--- src/rtl/uart_pkg.sv ---
// Shared UART constants used as parameter defaults by the receive path.
package uart_pkg;

    localparam int UART_DATA_W   = 8;
    localparam int RX_FIFO_DEPTH = 16;

endpackage : uart_pkg

--- src/rtl/edge_detect.sv ---
// Rising-edge strobe generator: one-cycle pulse per low-to-high transition of sig.
module edge_detect (
    input  logic clk,
    input  logic rst_n,
    input  logic sig,
    output logic strobe
);

    logic sig_q;

    // Resets high so a level already asserted at reset release does not strobe.
    always_ff @(posedge clk or negedge rst_n) begin
        if (!rst_n) begin
            sig_q <= 1'b1;
        end else begin
            sig_q <= sig;
        end
    end

    assign strobe = sig & ~sig_q;

endmodule : edge_detect

--- src/rtl/rx_fifo.sv ---
// Receive byte buffer between the RX stage and its consumer, first-word-fall-through,
// one write per RX_READY rising edge, sticky overrun on writes into a full buffer.
module rx_fifo
    import uart_pkg::*;
#(
    parameter int DEPTH = RX_FIFO_DEPTH,
    parameter int SIZE  = UART_DATA_W
) (
    input  logic                     clk,
    input  logic                     rst_n,
    input  logic                     rx_ready,
    input  logic [SIZE-1:0]          dq,
    input  logic                     rd_ready,
    input  logic                     clr_ovr,
    output logic                     rd_valid,
    output logic [SIZE-1:0]          rd_data,
    output logic [$clog2(DEPTH):0]   count,
    output logic                     full,
    output logic                     empty,
    output logic                     overrun
);

    localparam int AW = $clog2(DEPTH);

    logic [SIZE-1:0] mem [DEPTH];
    logic [AW:0]     wr_ptr;
    logic [AW:0]     rd_ptr;
    logic            wr;
    logic            pop;
    logic            push;
    logic            ovr_set;

    edge_detect u_edge_detect (
        .clk    (clk),
        .rst_n  (rst_n),
        .sig    (rx_ready),
        .strobe (wr)
    );

    // Extra pointer MSB distinguishes full from empty when the indices match.
    assign empty    = (wr_ptr == rd_ptr);
    assign full     = (wr_ptr[AW] != rd_ptr[AW]) && (wr_ptr[AW-1:0] == rd_ptr[AW-1:0]);
    assign count    = wr_ptr - rd_ptr;
    assign rd_valid = ~empty;
    assign rd_data  = mem[rd_ptr[AW-1:0]];

    // A pop on the same edge frees the slot, so a full buffer still accepts that write.
    assign pop     = rd_valid & rd_ready;
    assign push    = wr & (~full | pop);
    assign ovr_set = wr & full & ~pop;

    always_ff @(posedge clk) begin
        if (push) begin
            mem[wr_ptr[AW-1:0]] <= dq;
        end
    end

    always_ff @(posedge clk or negedge rst_n) begin
        if (!rst_n) begin
            wr_ptr  <= '0;
            rd_ptr  <= '0;
            overrun <= 1'b0;
        end else begin
            if (push) begin
                wr_ptr <= wr_ptr + 1'b1;
            end
            if (pop) begin
                rd_ptr <= rd_ptr + 1'b1;
            end
            if (ovr_set) begin
                overrun <= 1'b1;
            end else if (clr_ovr) begin
                overrun <= 1'b0;
            end
        end
    end

endmodule : rx_fifo

--- config.mk ---
export PLATFORM = sky130hd
export DESIGN_NAME = rx_fifo
export DESIGN_NICKNAME = d
export VERILOG_FILES = /design/src/rtl/uart_pkg.sv /design/src/rtl/edge_detect.sv /design/src/rtl/rx_fifo.sv
export SDC_FILE = /design/constraint.sdc
export NUM_CORES = 1
export LEC_CHECK = 0
export ABC_AREA = 0
export CAP_MARGIN = 20
export CORE_AREA = 4 4 108 110
export DETAILED_ROUTE_END_ITERATION = 12
export DIE_AREA = 0 0 112 114
export DONT_BUFFER_PORTS = 1
export GPL_TIMING_DRIVEN = 1
export PLACE_DENSITY = 0.73
export SKIP_LAST_GASP = 1
export SLEW_MARGIN = 15
export SYNTH_ARGS = -nofsm -noshare
export SYNTH_HDL_FRONTEND = slang
export SYNTH_SLANG_ARGS = --single-unit
--- constraint.sdc ---
create_clock -name clk -period 4.7 [get_ports clk]
set_clock_uncertainty 0.15 [all_clocks]
set_input_delay 1.175 -clock clk [delete_from_list [all_inputs] [get_ports clk]]
set_output_delay 1.175 -clock clk [all_outputs]
set_load 0.005 [all_outputs]
==> results of run 1 <==
Yosys cell counts, drive strengths merged (2+ instances only):
| master | count |
|---|---|
| edfxtp | 128 |
| mux2i | 24 |
| mux4 | 24 |
| and2 | 15 |
| dfrtp | 11 |
| inv | 10 |
| o21ai | 10 |
| ha | 9 |
| xnor2 | 9 |
| a22oi | 8 |
| a32oi | 8 |
| buf | 7 |
| nand2 | 6 |
| clkbuf | 5 |
| and3 | 4 |
| xor2 | 4 |
| a21oi | 3 |
| a21o | 2 |
| and3b | 2 |
| nand4 | 2 |
per-stage QoR:
stage / instance area [um^2] / hold WS [ns] / util [%] / power [mW]
2_1_floorplan: 5780 / 0.348 / - / 2.45
3_3_place_gp: 5870 / 0.340 / 54.9 / 2.68
3_5_place_dp: 5870 / 0.342 / 54.9 / 2.71
4_1_cts: 6540 / 0.171 / 61.2 / 4.20
5_1_grt: 6540 / 0.163 / 61.2 / 4.36
6_report: 6540 / 0.196 / 61.2 / 4.19
cells by family (layout without fill, tap and decap cells):
| family | after synthesis | in the layout | synth area share [%] |
|---|---|---|---|
| multiplexers | 48 | 48 | 14.0 |
| adder cells (fa/ha/maj) | 10 | 10 | 2.30 |
| AO/OA/AOI/OAI | 33 | 33 | 4.03 |
| XOR/XNOR | 13 | 13 | 1.97 |
| flip-flops | 140 | 140 | 71.8 |
| AND/OR/NAND/NOR | 35 | 35 | 3.68 |
| buffers and inverters | 22 | 44 | 2.30 |
layer usage:
metal  vias up  share of wire [%]  global-route usage [%]  wire (um)
met2       141                 48                    30.8       5680
met4         0                1.7                    7.53        203
met1      1481                 42                    26.0       4930
li1       1226                  -                       -          -
met3        20                8.2                    6.21        970
met5         -                  0                       0          0
state kept, by name, summed over array words and instances (netlist names):
signal,flops
overrun,1
mem,128
u_edge_detect.sig_q,1
rd_ptr,5
wr_ptr,5
cell type report:
type / count / share of cell area [%]
flip-flops and latches: 140 / 63.4
clock inverters: 13 / 3.65
inverters: 10 / 0.574
well taps: 140 / 2.68
multi-input cells: 139 / 22.9
repair buffers: 2 / 0.229
clock buffers: 19 / 6.60
power by group through the flow:
stage	Clock, mW	Sequential (mW)	Combinational, mW
after global routing	1.57	1.62	1.18
after detailed placement	0	1.63	1.08
after CTS	1.50	1.60	1.09
after floorplan	0	1.54	0.915
after global placement	0	1.62	1.07
final	1.49	1.60	1.09
worst paths after layout:
kind                            depth (start not counted)                             to             startpoint  slack (ns)
min in group clk                                        1          rd_ptr[0]$_DFFE_PN0P_  rd_ptr[0]$_DFFE_PN0P_        0.35
max in group asynchronous                               0  u_edge_detect.sig_q$_DFF_PN1_                  rst_n        4.04
worst max-delay path                                    5                     rd_data[3]  rd_ptr[0]$_DFFE_PN0P_        0.73
worst min-delay path                                    0          wr_ptr[0]$_DFFE_PN0P_                  rst_n        0.20
worst max register to register                          6            mem[3][7]$_DFFE_PP_  rd_ptr[1]$_DFFE_PN0P_        1.10
worst min register to register                          1          rd_ptr[0]$_DFFE_PN0P_  rd_ptr[0]$_DFFE_PN0P_        0.35
==> run summary, run 1 <==
TritonCTS clock tree: done
Area growth, synth to finish: 13.3%
Routability cong.: 0.866
CTS clk-pin slew, worst paths: 0.06 ns
Post-synthesis sequential area ratio: 71.8%
Final Max Slew Viols: 0
NumNets Final: 333
Static Leak: 2.26 nW
Sw power: 1.26 mW
Largest net degree at the start of global routing: 31
Async set-or-reset flop fraction in the synthesized netlist: 8.57%
Post-CTS repair timing setup buffer count: 0
Yosys top cell area share: 66.5%
Multi-input gate area in the final layout: 1500 um^2
Main synth FF type: edfxtp_1
Clk network pwr share: 35.6%
Slowest Stage Delay on Critical Path: 0.47 ns
First-pass GRT wire length: 18000 um
CP delay by family, top: compound AO/OA/AOI/OAI gates
Crit end category: output pin
Fill count: 769
Worst-margin pin slew: 0.804 ns
Net Sw Frac: 30.0%
Arr. time, crit path: 2.65 ns
Max cap viols: 0
RSZ-0062 raised after global routing: no
Die area: 12800 um^2
Final Cycle Share: 84.6%
Clock latency at the later pin of the worst-skew pair: 0.52 ns
Yosys top cell by area: edfxtp_1
H-tree depth: 4
Sequential Power Share: 38.3%
DR WL/cell: 25.4 um
IO Count: 30
Yosys warnings: 0
Max Fanout on Critical Path: 27
Power Density: 640 nW/um^2
Root Buffer: clkbuf_8
Comb power frac: 26.1%
CP Class: reg2out
FF+latch area: 4150 um^2
Resize count post-CTS: 0
Setup TNS: 0 ns
1st-iter DRT viols: 248
Total gr overflow: 0
Post-synth EDFFs: 128
Share of layout cells above drive strength 1: 17.6%
Commonest cells after routing, fill and taps aside: edfxtp_1 (128), mux2i_1 (24), mux4_2 (17)
Clk sinks: 140
Final hold violation count: 0
Vias in the first global route: 2973
Synth Cell Area: 5780 um^2
Final HPWL DP: 7650 um
HP Class: in2async
Vias/cell: 6.19
Slew HR: 46.4%
Net count after synthesis: 324
Initial core utilization: 54.0%
# rows: 38
Max Root-Sink Buffers: 2
Startpoint Class: register
Fmax: 252 MHz
Port bufs: 0
Minimum clock period: 3.97 ns
Die X: 112 um
Dominant cells by area after synthesis: edfxtp_1 (67%), mux4_2 (6.6%), dfrtp_1 (4.8%)
Final setup fails: 0
Post-Place Cells: 431
Initial antenna violation count: 0
Pre-CTS setup slack: 1.16 ns
Status: finished clean
Vias post-DR: 2868
DRC Markers: 0
Final setup margin: 0.726 ns
First drt pass iteration count: 5
FF+latch count, synth: 140
Total Wirelength: 11800 um
Routed Antenna Nets: 0
Req. time, crit path: 3.38 ns
Core area: 10700 um^2
Buf+Inv Stages, Crit Path: 1
Tot GR Track Use: 19.6%
Critical path cell sequence: buf_4, and2b_2, a22oi_1, a32oi_1, o21ai_1
N_diodes: 0
Avg Inst Size Synth: 19.2 um^2
Post-synthesis cell type count: 38
Die height: 114 um
Total CTS buffers: 17
Max rail drop VDD: 0.469 mV
Crit-path slowest cell: a22oi_1
Commonest non-fill, non-tap cell in the layout: edfxtp_1
CTS Hold Bufs: 0
Cells after synthesis: 301
Final Non-Filler Cells: 463
Design internal power: 2.93 mW
(Power assumes the default switching activity.)
==> run 2, diff against run 1 <==
==> constraint.sdc (replaced) <==
create_clock -name clk -period 4.05 [get_ports clk]
set_clock_uncertainty 0.15 [all_clocks]
set_input_delay 1.0125 -clock clk [delete_from_list [all_inputs] [get_ports clk]]
set_output_delay 1.0125 -clock clk [all_outputs]
set_load 0.005 [all_outputs]
==> run summary, run 2 (synthesized netlist as in run 1, its figures left out) <==
Routed Antenna Nets: 0 (unchanged)
Die X: 112 um (unchanged)
Clock latency at the later pin of the worst-skew pair: 0.52 ns (about the same)
Final non-filler cell area: 6500 um^2 (-0.73%)
Final HPWL DP: 7200 um (-5.9%)
NumNets Final: 335 (+0.60%)
Share of layout cells above drive strength 1: 17.2% (-0.42 points)
Total gr overflow: 0 (unchanged)
Worst-margin pin slew: 0.696 ns (-0.107 ns)
N_diodes: 0 (unchanged)
Worst hold slack: 0.0335 ns (-0.162 ns)
Largest net degree at the start of global routing: 18 (-42%)
IO Count: 30 (unchanged)
DRC Markers: 0 (unchanged)
Max rail drop VDD: 0.521 mV (+11%)
Post-CTS repair timing setup buffer count: 0 (unchanged)
TritonCTS clock tree: done
Resize count post-CTS: 0 (unchanged)
Clk sinks: 140 (unchanged)
Final setup fails: 0 (unchanged)
Total CTS buffers: 17 (unchanged)
Commonest non-fill, non-tap cell in the layout: edfxtp_1
Fmax: 267 MHz
Final hold violation count: 0 (unchanged)
Req. time, crit path: 2.89 ns (-0.49 ns)
Max Root-Sink Buffers: 2 (unchanged)
Minimum clock period: 3.74 ns
CP Class: reg2out
Final Max Slew Viols: 0 (unchanged)
H-tree depth: 4 (unchanged)
Status: finished clean
Routability cong.: 0.815 (-5.8%)
Max cap viols: 0 (unchanged)
First-pass GRT wire length: 17600 um (-2.1%)
HP Class: in2async
Total Wirelength: 11100 um (-5.4%)
Power Density: 718 nW/um^2 (+12%)
First drt pass iteration count: 5 (unchanged)
Final Cycle Share: 92.5%
Crit end category: output pin
1st-iter DRT viols: 202 (-19%)
DP Area: 5900 um^2 (+0.47%)
Setup TNS: 0 ns (unchanged)
Tot GR Track Use: 19.2% (-0.47 points)
R2R cell count: 7 (+1)
RSZ-0062 raised after global routing: no
Core area: 10700 um^2 (unchanged)
Area growth, synth to finish: 12.5%
Multi-input gate area in the final layout: 1500 um^2 (unchanged)
Max Fanout on Critical Path: 14 (-48%)
Fill count: 771 (+0.26%)
CTS clk-pin slew, worst paths: 0.06 ns (about the same)
Die area: 12800 um^2 (unchanged)
Initial core utilization: 54.0% (unchanged)
Slew HR: 53.6% (+7.2 points)
Worst R2R End: mem[1][2]$_DFFE_PP_
Root Buffer: clkbuf_8
CTS Hold Bufs: 0 (unchanged)
Static Leak: 2.24 nW (-0.97%)
Crit path launch: rd_ptr[0]$_DFFE_PN0P_
Port bufs: 0 (unchanged)
R2r startpoint: rd_ptr[3]$_DFFE_PN0P_
R2r setup slk: 0.80 ns (-0.30 ns)
Power after layout: 4.66 mW (+11%)
Initial antenna violation count: 0 (unchanged)
# rows: 38 (unchanged)
Startpoint Class: register
Vias in the first global route: 2903 (-2.4%)
Commonest cells after routing, fill and taps aside: edfxtp_1 (128), mux2i_1 (24), mux4_2 (17)
FF+latch area: 4150 um^2 (unchanged)
Vias post-DR: 2796 (-2.5%)
DR WL/cell: 24.0 um (-5.8%)
Arr. time, crit path: 2.58 ns (-0.07 ns)
Largest register FFs: 128 (unchanged)
Die height: 114 um (unchanged)
Vias/cell: 6.01 (-2.9%)
==> run 2: changes by cell type in the layout (fill, tap and decap cells not counted) <==
cell and delta:
clkbuf_1 +1, buf_4 +1, clkinv_1 +2, clkinv_2 +3, bufinv_16 -2, inv_6 -2, clkinv_4 -2, clkinvlp_4 +1
clkbuf_8 -1, buf_12 +1
==> run 2: where the power goes <==
group          leakage (nW)  internal, mW  switching [mW]  total (mW)
clock                 0.283         0.991           0.542        1.53
sequential             1.30          1.70           0.153        1.85
combinational         0.661         0.575           0.706        1.28
==> run 2: per-layer routing <==
metal / global-route usage (%) / vias to the layer above / wire length, um
met3: 6.58 / 15 / 995
met5: 0 / - / 0
met2: 28.3 / 121 / 5260
met1: 26.4 / 1425 / 4670
met4: 7.93 / 0 / 220
li1: - / 1235 / -
==> run 2: worst max path at each step <==
stage | endpoint | slack, ns | depth (start not counted)
final | count[4] | 0.31 | 6
after global routing | rd_data[3] | 0.19 | 4
after CTS | count[4] | 0.27 | 6
after detailed placement | count[4] | 0.83 | 6
after global placement | count[4] | 0.86 | 6
after floorplan | count[4] | 1.07 | 7
==> run 2: layout make-up <==
type | instances | area share (%)
Timing Repair Buffer | 4 | 0.655
Multi-Input combinational cell | 139 | 23.1
Clock buffer | 19 | 6.49
Clock inverter | 13 | 2.68
Tap cell | 140 | 2.70
Inverter | 10 | 0.578
Sequential cell | 140 | 63.8
==> run 2: metrics by stage <==
stage	util, %	cells	worst slack [ns]
2_1_floorplan	-	301	1.07
3_3_place_gp	55.2	433	0.856
3_5_place_dp	55.2	433	0.827
4_1_cts	60.7	465	0.270
5_1_grt	60.7	465	0.188
6_report	60.7	465	0.306
==> run 2: critical path, cell delays in order, from the launching register on <==
cell and delay [ns]:
dfrtp_1 0.79, ha_1 0.28, inv_1 0.06, fa_1 0.40
a21o_1 0.20, a21oi_1 0.17, xnor2_1 0.16
